==> src/rtl/uram_arb_pkg.sv <==
// Shared types and helpers for the polyvec URAM arbiter.
//   gnt_e     : which client won the most recent read/write conflict
//   uram_lat  : URAM read latency from its output pipeline depth
package uram_arb_pkg;

   typedef enum logic {
      GNT_WRITE = 1'b0,
      GNT_READ  = 1'b1
   } gnt_e;

   // The URAM has one array register stage plus COMMON_URAM_DELAY output
   // register stages, so data comes back delay+1 cycles after the address.
   function automatic int uram_lat(input int delay);
      return delay + 1;
   endfunction

endpackage

==> src/rtl/polyvec_rsp_fifo.sv <==
// Synchronous response FIFO that holds URAM read data until the read consumer
// takes it. It provides first-word fall-through: the head entry is always
// visible on o_dout.
// Ports:
//   clk, rst_n  : clock, asynchronous active-low reset (discards contents)
//   i_push/i_din: write one entry (must not be full)
//   i_pop       : remove the head entry (ignored when empty)
//   o_dout      : head entry
//   o_empty     : no entries stored
//   o_count     : number of stored entries
module polyvec_rsp_fifo #(
   parameter int WIDTH = 140,
   parameter int DEPTH = 4
) (
   input  logic                         clk,
   input  logic                         rst_n,
   input  logic                         i_push,
   input  logic [WIDTH-1:0]             i_din,
   input  logic                         i_pop,
   output logic [WIDTH-1:0]             o_dout,
   output logic                         o_empty,
   output logic [$clog2(DEPTH+1)-1:0]   o_count
);

   localparam int CNT_W = $clog2(DEPTH+1);
   localparam int PTR_W = (DEPTH > 1) ? $clog2(DEPTH) : 1;

   logic [WIDTH-1:0] r_mem [DEPTH];
   logic [PTR_W-1:0] r_wrPtr;
   logic [PTR_W-1:0] r_rdPtr;
   logic [CNT_W-1:0] r_count;
   logic             w_doPop;
   logic             w_full;

   assign w_full  = (r_count == CNT_W'(DEPTH));
   assign w_doPop = i_pop && (r_count != '0);
   assign o_empty = (r_count == '0);
   assign o_count = r_count;
   assign o_dout  = r_mem[r_rdPtr];

   // Storage carries no reset: an entry is only visible once the count
   // says it has been written.
   always_ff @(posedge clk) begin
      if (i_push) begin
         r_mem[r_wrPtr] <= i_din;
      end
   end

   // Pointers wrap explicitly so that non-power-of-two depths still work.
   // A simultaneous push and pop leaves the count unchanged.
   always_ff @(posedge clk or negedge rst_n) begin
      if (!rst_n) begin
         r_wrPtr <= '0;
         r_rdPtr <= '0;
         r_count <= '0;
      end else begin
         if (i_push) begin
            r_wrPtr <= (r_wrPtr == PTR_W'(DEPTH-1)) ? '0 : r_wrPtr + 1'b1;
         end
         if (w_doPop) begin
            r_rdPtr <= (r_rdPtr == PTR_W'(DEPTH-1)) ? '0 : r_rdPtr + 1'b1;
         end
         if (i_push && !w_doPop) begin
            r_count <= r_count + 1'b1;
         end else if (!i_push && w_doPop) begin
            r_count <= r_count - 1'b1;
         end
      end
   end

   // The upstream credit scheme must never let a push land on a full FIFO.
   assert property (@(posedge clk) disable iff (!rst_n) !(i_push && w_full));

endmodule

==> src/rtl/uram_polyvec_arb.sv <==
// Shares one single-port polyvec URAM between a write client and a read
// client. One request is granted per cycle with round-robin priority on
// conflicts. Read data returning from the URAM is captured in a
// credit-protected response FIFO, so the consumer can stall without
// stalling the URAM pipeline.
// Optional feature: define URAM_ARB_STAT_EN to build a saturating 32-bit
// counter of conflict cycles on stat_conflict; otherwise it is tied to 0.
// Ports:
//   clk, rst_n                 : clock, asynchronous active-low reset
//   wr_valid/wr_ready/wr_addr/wr_data : write client handshake
//   rd_valid/rd_ready/rd_addr  : read request handshake
//   rsp_valid/rsp_ready/rsp_data : read response stream (FIFO head)
//   mem_en/mem_we/mem_addr/mem_din/mem_dout : URAM interface
//   busy                       : a read is in flight or the FIFO holds data
//   stat_conflict              : conflict-cycle counter
module uram_polyvec_arb
   import uram_arb_pkg::*;
#(
   parameter int COE_WIDTH         = 35,
   parameter int ADDR_WIDTH        = 12,
   parameter int NUM_POLY          = 4,
   parameter int COMMON_URAM_DELAY = 1,
   parameter int RSP_DEPTH         = 4
) (
   input  logic                                    clk,
   input  logic                                    rst_n,
   input  logic                                    wr_valid,
   output logic                                    wr_ready,
   input  logic [ADDR_WIDTH-1:0]                   wr_addr,
   input  logic [NUM_POLY-1:0][COE_WIDTH-1:0]      wr_data,
   input  logic                                    rd_valid,
   output logic                                    rd_ready,
   input  logic [ADDR_WIDTH-1:0]                   rd_addr,
   output logic                                    rsp_valid,
   input  logic                                    rsp_ready,
   output logic [NUM_POLY-1:0][COE_WIDTH-1:0]      rsp_data,
   output logic                                    mem_en,
   output logic                                    mem_we,
   output logic [ADDR_WIDTH-1:0]                   mem_addr,
   output logic [NUM_POLY-1:0][COE_WIDTH-1:0]      mem_din,
   input  logic [NUM_POLY-1:0][COE_WIDTH-1:0]      mem_dout,
   output logic                                    busy,
   output logic [31:0]                             stat_conflict
);

   localparam int LAT   = uram_lat(COMMON_URAM_DELAY);
   localparam int DW    = NUM_POLY * COE_WIDTH;
   localparam int CNT_W = $clog2(RSP_DEPTH+1);

   gnt_e             r_lastGrant;
   gnt_e             w_lastGrantNext;
   logic [LAT-1:0]   r_validPipe;
   logic [CNT_W-1:0] w_fifoCount;
   logic             w_fifoEmpty;
   logic [DW-1:0]    w_fifoDout;
   int               w_inflight;
   logic             w_credit;
   logic             w_wrElig;
   logic             w_rdElig;
   logic             w_wrGrant;
   logic             w_rdGrant;

   // Count reads still travelling through the URAM pipeline. Together with
   // the FIFO occupancy this is every read that still needs a FIFO slot.
   always_comb begin
      w_inflight = 0;
      for (int i = 0; i < LAT; i++) begin
         w_inflight = w_inflight + int'(r_validPipe[i]);
      end
   end

   // Requests are ignored while reset is asserted so that every output
   // stays at zero during reset.
   assign w_credit = (int'(w_fifoCount) + w_inflight) < RSP_DEPTH;
   assign w_wrElig = wr_valid && rst_n;
   assign w_rdElig = rd_valid && w_credit && rst_n;

   // Arbitration: a lone eligible client always wins. On a conflict the
   // client that did not win the previous conflict goes first, and only
   // conflicts move the round-robin pointer.
   always_comb begin
      w_wrGrant       = 1'b0;
      w_rdGrant       = 1'b0;
      w_lastGrantNext = r_lastGrant;
      if (w_wrElig && w_rdElig) begin
         if (r_lastGrant == GNT_READ) begin
            w_wrGrant       = 1'b1;
            w_lastGrantNext = GNT_WRITE;
         end else begin
            w_rdGrant       = 1'b1;
            w_lastGrantNext = GNT_READ;
         end
      end else begin
         w_wrGrant = w_wrElig;
         w_rdGrant = w_rdElig;
      end
   end

   // Round-robin pointer. It starts at READ so the first conflict favours
   // the writer.
   always_ff @(posedge clk or negedge rst_n) begin
      if (!rst_n) begin
         r_lastGrant <= GNT_READ;
      end else begin
         r_lastGrant <= w_lastGrantNext;
      end
   end

   // One bit per cycle of URAM latency. The oldest bit marks the cycle in
   // which mem_dout carries the data for an earlier read. Reset drops any
   // reads that are in flight.
   always_ff @(posedge clk or negedge rst_n) begin
      if (!rst_n) begin
         r_validPipe <= '0;
      end else begin
         r_validPipe[0] <= w_rdGrant;
         for (int i = 1; i < LAT; i++) begin
            r_validPipe[i] <= r_validPipe[i-1];
         end
      end
   end

   assign wr_ready = w_wrGrant;
   assign rd_ready = w_rdGrant;
   assign mem_en   = w_wrGrant || w_rdGrant;
   assign mem_we   = w_wrGrant;
   assign mem_addr = w_wrGrant ? wr_addr : (w_rdGrant ? rd_addr : '0);
   assign mem_din  = w_wrGrant ? wr_data : '0;

   polyvec_rsp_fifo #(
      .WIDTH (DW),
      .DEPTH (RSP_DEPTH)
   ) u_rspFifo (
      .clk     (clk),
      .rst_n   (rst_n),
      .i_push  (r_validPipe[LAT-1]),
      .i_din   (mem_dout),
      .i_pop   (rsp_valid && rsp_ready),
      .o_dout  (w_fifoDout),
      .o_empty (w_fifoEmpty),
      .o_count (w_fifoCount)
   );

   assign rsp_valid = !w_fifoEmpty;
   assign rsp_data  = w_fifoDout;
   assign busy      = (|r_validPipe) || (w_fifoCount != '0);

`ifdef URAM_ARB_STAT_EN
   logic [31:0] r_statConflict;

   // Counts cycles in which both clients were eligible. The counter
   // saturates instead of wrapping.
   always_ff @(posedge clk or negedge rst_n) begin
      if (!rst_n) begin
         r_statConflict <= '0;
      end else if (w_wrElig && w_rdElig && (r_statConflict != '1)) begin
         r_statConflict <= r_statConflict + 32'd1;
      end
   end

   assign stat_conflict = r_statConflict;
`else
   assign stat_conflict = '0;
`endif

endmodule

==> config.mk <==
export PLATFORM = sky130hd
export DESIGN_NAME = uram_polyvec_arb
export DESIGN_NICKNAME = d
export VERILOG_FILES = /design/src/rtl/uram_arb_pkg.sv /design/src/rtl/polyvec_rsp_fifo.sv /design/src/rtl/uram_polyvec_arb.sv
export SDC_FILE = /design/constraint.sdc
export NUM_CORES = 1
export LEC_CHECK = 0
export ABC_CLOCK_PERIOD_IN_PS = 4520
export CORE_AREA = 3 3 245 247
export CTS_CLUSTER_SIZE = 10
export DETAILED_ROUTE_END_ITERATION = 10
export DIE_AREA = 0 0 248 250
export PLACE_DENSITY_LB_ADDON = 0.3
export SLEW_MARGIN = 20
export SYNTH_ARGS = -nofsm -noshare
export SYNTH_HDL_FRONTEND = slang
export SYNTH_SLANG_ARGS = --single-unit
==> constraint.sdc <==
create_clock -name clk -period 4.52 [get_ports clk]
set_input_delay 0.452 -clock clk [delete_from_list [all_inputs] [get_ports clk]]
set_output_delay 0.452 -clock clk [all_outputs]
set_load 0.01 [all_outputs]
# Word-level counts from Yosys, hierarchy flattened

Memory sizes are Yosys's and may differ from the RTL's.
Index checks and enable logic that the tools add are counted.

Divide/modulo/power cells: 0
Equality and inequality tests: 2
Magnitude comparators: 1
Muxes and demuxes: 13
Multipliers: 0
Bitwise gates (word level): 0
Add/subtract/negate cells: 6
Shift operators: 0
Reductions and logical operators: 17

Operators with widths:

| cell                | number |
|---|---|
| $mux 140            | 1 |
| $mux 12             | 2 |
| $logic_and 1x1->1   | 8 |
| $mux 1              | 6 |
| $mux 3              | 2 |
| $add 2x1->2 const B | 2 |
| $add 3x2->4         | 1 |
| $eq 2x2->1 const B  | 2 |
| $lt 4x3->1 const B  | 1 |
| $mux 2              | 2 |
| $add 3x1->3 const B | 1 |
| $logic_not 1->1     | 3 |
| $logic_not 3->1     | 1 |
| $reduce_bool 3->1   | 1 |
| $sub 3x1->3 const B | 1 |
| $add 1x1->2         | 1 |
| $logic_or 1x1->1    | 2 |
| $reduce_bool 2->1   | 1 |
| $reduce_or 2->1     | 1 |

RAM bits: 560
Bits in latches: 0
Memory bits (read-only): 0
Register bits after elaboration: 10
Memories: 1
Output and inout port bits: 330
Input port bits: 309

Memory list:

| name            | depth | width | read ports | clocked after memory_dff | wr ports | line                   | text |
|---|---|---|---|---|---|---|---|
| u_rspFifo.r_mem | 4     | 140   | 1          | 0                        | 1        | polyvec_rsp_fifo.sv:28 | `logic [WIDTH-1:0] r_mem [DEPTH];` |

# Depth between registers and ports, before layout

Depth in word-level cells: 9
Mapped depth: 8

# By module

A second synthesis with hierarchy kept.

Cell total of the unflattened synthesis: 994
Area, all modules: 22167.5 µm²

Modules (own cells, without submodules):

| module           | cells each | instances | area an instance (µm²) |
|---|---|---|---|
| polyvec_rsp_fifo | 768        | 1         | 20592.2 |
| uram_polyvec_arb | 226        | 1         | 1575.3 |

# Worst setup path before layout

Ideal clock, no wire load.

Path kind: flip-flop to flip-flop
Start point: register u_rspFifo.r_wrPtr[0]
End point: memory u_rspFifo.r_mem[0][0] (enable)
Path buffers: 0
Slack: 175 ps
Data arrival time: 3830 ps
Cell stages (with the launch flop): 4
Path through: dfrtp_1 > inv_1 > ha_1 > and2_1

RTL lines:

| item                     | line                   | text |
|---|---|---|
| start: declaration       | polyvec_rsp_fifo.sv:29 | `logic [PTR_W-1:0] r_wrPtr;` |
| start signal: assignment | polyvec_rsp_fifo.sv:58 | `r_wrPtr <= (r_wrPtr == PTR_W'(DEPTH-1)) ? '0 : r_wrPtr + 1'b1;` |
| end: declaration         | polyvec_rsp_fifo.sv:28 |  |

No word-level cell before the write port.

# Final worst setup path

Start point: register u_rspFifo.r_count[0], in the netlist u_rspFifo.o_count[0]
End point: output mem_addr[1]

Word-level cells in the longest chain between the ends: 8

RTL lines:

| item                               | line                    | text |
|---|---|---|
| start: declaration                 | polyvec_rsp_fifo.sv:31  | `logic [CNT_W-1:0] r_count;` |
| start signal: assignment           | polyvec_rsp_fifo.sv:64  | `r_count <= r_count + 1'b1;` |
| start signal: assignment           | polyvec_rsp_fifo.sv:66  | `r_count <= r_count - 1'b1;` |
| $add 3x2->4 (*)                    | uram_polyvec_arb.sv:74  | `assign w_credit = (int'(w_fifoCount) + w_inflight) < RSP_DEPTH;` |
| $lt 4x3->1 (*)                     | uram_polyvec_arb.sv:74  |  |
| $logic_and 1x1->1 (*) (2 in a row) | uram_polyvec_arb.sv:76  | `assign w_rdElig = rd_valid && w_credit && rst_n;` |
| $logic_and 1x1->1                  | uram_polyvec_arb.sv:85  | `if (w_wrElig && w_rdElig) begin` |
| $mux 1                             | uram_polyvec_arb.sv:85  |  |
| $mux 12                            | uram_polyvec_arb.sv:127 | `assign mem_addr = w_wrGrant ? wr_addr : (w_rdGrant ? rd_addr : '0);` |
| $mux 12 (*)                        | uram_polyvec_arb.sv:127 |  |
| end: declaration                   | uram_polyvec_arb.sv:39  | `output logic [ADDR_WIDTH-1:0] mem_addr,` |

Every way passes the cells marked *; elsewhere a longest branch is shown, timed or not.

==> flow_metrics.py <==
metrics = {
    "outcome": {
        "result_of_the_run": "completed",
    },
    "cts": {
        "cts_bufs_inserted": 67,
        "cts_buffer_depth": 3,
        "htree_levels": 3,
        "worstSkewPairLatency_ns": 0.60,
        "clock_sink_count": 570,
        "tritoncts": "yes",
        "postCtsSetupRepairBufs": 0,
        "hold_buffers": 0,
        "cts.repair.resized": 0,
        "clkSlewWorstSetupHoldPaths_ns": 0.06,
        "cts.root.buffer_cell": "sky130_fd_sc_hd__clkbuf_16",
    },
    "power": {
        "sequentialPowerShare": 0.398,
        "vdd_ir_drop_max_mv": 0.341,
        "clockPowerShare": 0.283,
        "power.switching_mw": 4.60,
        "cellLeakagePower_nw": 10.1,
        "combinational_group_share_of_total_power": 0.319,
        "power_density_mw_per_mm2": 534,
        "switching_share_of_power": 0.279,
        "internal_power_mw": 11.9,
    },
    "die": {
        "design.core.area_mm2": 0.0578,
        "initial_core_util": 0.381,
        "chipWidth_um": 248,
        "height_of_the_die_um": 250,
        "pin_count": 639,
        "die_footprint_mm2": 0.0620,
        "rows": 88,
    },
    "grt": {
        "first_global_vias": 12523,
        "all_layer_global_routing_usage": 0.249,
        "wire_length_of_the_first_global_routing_pass_um": 104000,
        "grt_start_max_net_pins": 124,
        "antenna_found_initial": 51,
        "total_congestion_overflow_after_global_routing": 0,
    },
    "final_layout": {
        "drive_gt1_frac": 0.154,
        "most_common_cell_after_layout_fill_and_taps_aside": "sky130_fd_sc_hd__clkdlybuf4s50_1",
        "most_used_cells_in_the_layout_excluding_fill_and_tap_cells": "sky130_fd_sc_hd__clkdlybuf4s50_1 (606), sky130_fd_sc_hd__edfxtp_1 (560), sky130_fd_sc_hd__and2_1 (142), sky130_fd_sc_hd__mux4_2 (140), sky130_fd_sc_hd__clkbuf_16 (68)",
        "synthToLayoutAreaGrowth_pct": 40.2,
        "nets": 1955,
        "layout.cells.non_filler": 2435,
    },
    "synthesis": {
        "number_of_warnings_issued_by_yosys": 0,
        "synth_sequential_area_ratio": 0.774,
        "syn_area_per_cell_um2": 22.2,
        "yosys.area_share.simple": 0.0444,
        "postSynthRegisterBits": 570,
        "ys_types": 32,
        "synth_ff_type": "sky130_fd_sc_hd__edfxtp_1",
        "synth.area.mux_share": 0.145,
        "synth_compound_area_frac": 0.00744,
        "synth_fa_ha_area_frac": 0.00488,
        "synthArstFlopShare": 0.0175,
        "post_synth_xor_area_fraction": 0.00159,
        "synthesis.area_mm2": 0.0220,
        "synth_top_family_by_area": "multiplexers",
        "syn_inst": 991,
        "synth-edff-count": 560,
    },
    "worst_setup_path": {
        "timing.rr.end": "u_rspFifo.r_mem[2][92]$_DFFE_PP_",
        "critical_path.max_fanout": 123,
        "longest_individual_stage_delay_on_the_worst_path_ns": 0.69,
        "worst_setup_path_start_kind": "flip-flop",
        "worst_ep_required_time_ns": 4.07,
        "crit_path_start": "u_rspFifo.o_count[0]$_DFFE_PN0P_",
        "rr_worst_depth": 4,
        "critical_path.cell_chain": "ha_1 -> and3_1 -> o41a_2 -> buf_12 -> a22o_1 -> clkdlybuf4s50_1",
        "worst_path_max_delay_cell": "sky130_fd_sc_hd__o41a_2",
        "worst-endpoint-arrival_ns": 3.55,
        "criticalPathCategory": "reg2out",
        "critical_path.reg2reg.startpoint": "u_rspFifo.r_wrPtr[0]$_DFFE_PN0P_",
        "rrSetupSlack_ns": 2.23,
        "timing.critical_path.to": "mem_addr[1]",
        "setup.worst_path.end_class": "output port",
    },
    "detailed_routing": {
        "drt_first_iter_violations": 675,
        "routed_wl_um": 77300,
        "drt_drc_violations_left": 0,
        "drtPass1Iterations": 5,
        "route.detailed.wl_per_inst_um": 31.7,
        "vias": 12171,
        "antenna_left": 0,
        "vias_per_cell": 5.00,
    },
    "placed_design": {
        "hpwlAfterDp_um": 58800,
        "numPortBuffers": 606,
        "post-place-cells": 2334,
        "globalplace.congestion": 0.953,
    },
    "min_path": {
        "hold_path.class": "in2async",
    },
    "timing": {
        "final-max-slew-violation-count": 0,
        "upper_clock_frequency_limit_mhz": 250,
        "rsz0062_at_grt": "false",
        "slew_headroom": 0.333,
        "final-hold-violation-count": 0,
        "timing.setup.tns_ns": 0,
        "tightest_slew_ns": 1.00,
        "final-setup-viol-count": 0,
        "finalCritPeriodShare": 0.886,
        "timing.final.crit_period_ns": 4.01,
        "clock_skew_ns": 0.0228,
    },
    "flow_run": {
        "cap_viol_max_count": 0,
    },
}
-- critical path: cells and delay by family (launching register included) --
family | cells | cell delay [ns]
AND/OR/NAND/NOR | 1 | 0.20
adder cells (fa/ha/maj) | 1 | 0.32
flip-flops | 1 | 0.44
AO/OA/AOI/OAI | 2 | 1.01
buffers and inverters | 2 | 0.90
-- state kept, by name, indices dropped and copies added, names as in the netlist --
name               cells
u_rspFifo.r_mem      560
u_rspFifo.o_count      3
r_validPipe            2
u_rspFifo.r_rdPtr      2
u_rspFifo.r_wrPtr      2
r_lastGrant            1
-- Yosys cell counts (2+ instances only) --
cell | number | area (µm²)
sky130_fd_sc_hd__nand2_1 | 4 | 15.0
sky130_fd_sc_hd__dfrtp_1 | 9 | 225
sky130_fd_sc_hd__nor2_1 | 3 | 11.3
sky130_fd_sc_hd__buf_4 | 34 | 255
sky130_fd_sc_hd__buf_2 | 19 | 95.1
sky130_fd_sc_hd__edfxtp_1 | 560 | 16800
sky130_fd_sc_hd__inv_1 | 3 | 11.3
sky130_fd_sc_hd__clkbuf_2 | 7 | 35.0
sky130_fd_sc_hd__mux4_2 | 140 | 3150
sky130_fd_sc_hd__ha_1 | 7 | 87.6
sky130_fd_sc_hd__o21ai_0 | 2 | 10.0
sky130_fd_sc_hd__xor2_1 | 3 | 26.3
sky130_fd_sc_hd__mux2_2 | 3 | 33.8
sky130_fd_sc_hd__a22o_1 | 12 | 105
sky130_fd_sc_hd__clkbuf_1 | 20 | 75.1
sky130_fd_sc_hd__and2_1 | 146 | 913
sky130_fd_sc_hd__buf_1 | 3 | 11.3
sky130_fd_sc_hd__or3_1 | 2 | 12.5
-- layout make-up --
cell class	count	area, µm²
clock buffer	76	1740
timing repair buffer	631	6350
sequential	570	17100
clock inverter	8	115
tap	765	957
antenna	17	42.5
fill	4558	26900
inverter	3	11.3
multi-input combinational	365	4610
-- per-stage QoR --
step | utilization | power [mW] | hold slack, ns | setup WS [ns] | area (µm²)
after floorplan | - | 9.12 | 0.156 | 0.175 | 22200
after global placement | 0.502 | 12.0 | 0.415 | 0.739 | 29000
after detailed placement | 0.502 | 12.0 | 0.419 | 0.758 | 29000
after CTS | 0.534 | 16.8 | 0.175 | 0.467 | 30900
after global routing | 0.534 | 17.2 | 0.192 | 0.350 | 30900
final | 0.535 | 16.5 | 0.222 | 0.514 | 30900
-- cell families (layout without fill, tap and decap cells) --
group | count (synthesis) | after routing
mux | 143 | 143
fa+ha+maj | 8 | 8
flops | 570 | 570
xor+xnor | 4 | 4
compound gates | 20 | 20
other cells | 1 | 49
simple gates | 158 | 158
buf+inv | 87 | 718
-- how the worst min path moves through the flow --
stage,startpoint,end,depth (start not counted)
2_1_floorplan,rst_n,r_validPipe[0]$_DFF_PN0_,0
3_3_place_gp,r_validPipe[0]$_DFF_PN0_,r_validPipe[1]$_DFF_PN0_,0
3_5_place_dp,r_validPipe[0]$_DFF_PN0_,r_validPipe[1]$_DFF_PN0_,0
4_1_cts,rst_n,u_rspFifo.o_count[2]$_DFFE_PN0P_,2
5_1_grt,rst_n,u_rspFifo.o_count[2]$_DFFE_PN0P_,2
6_report,rst_n,u_rspFifo.o_count[2]$_DFFE_PN0P_,2
-- layer usage --
| layer | GRT usage | share of wire | up-vias |
|---|---|---|---|
| li1 | - | - | 5253 |
| met1 | 0.283 | 0.36 | 6241 |
| met5 | 0 | 0.0039 | - |
| met4 | 0.0749 | 0.027 | 48 |
| met2 | 0.407 | 0.50 | 487 |
| met3 | 0.133 | 0.11 | 142 |
-- power groups by stage --
stage	registers [mW]	logic [mW]	clock network [mW]
global route	6.62	5.56	5.01
CTS	6.58	5.39	4.80
detailed placement	6.69	5.36	0
global placement	6.67	5.37	0
floorplan	6.43	2.69	0
finish	6.57	5.26	4.67
Power figures use the tool's default switching activity.
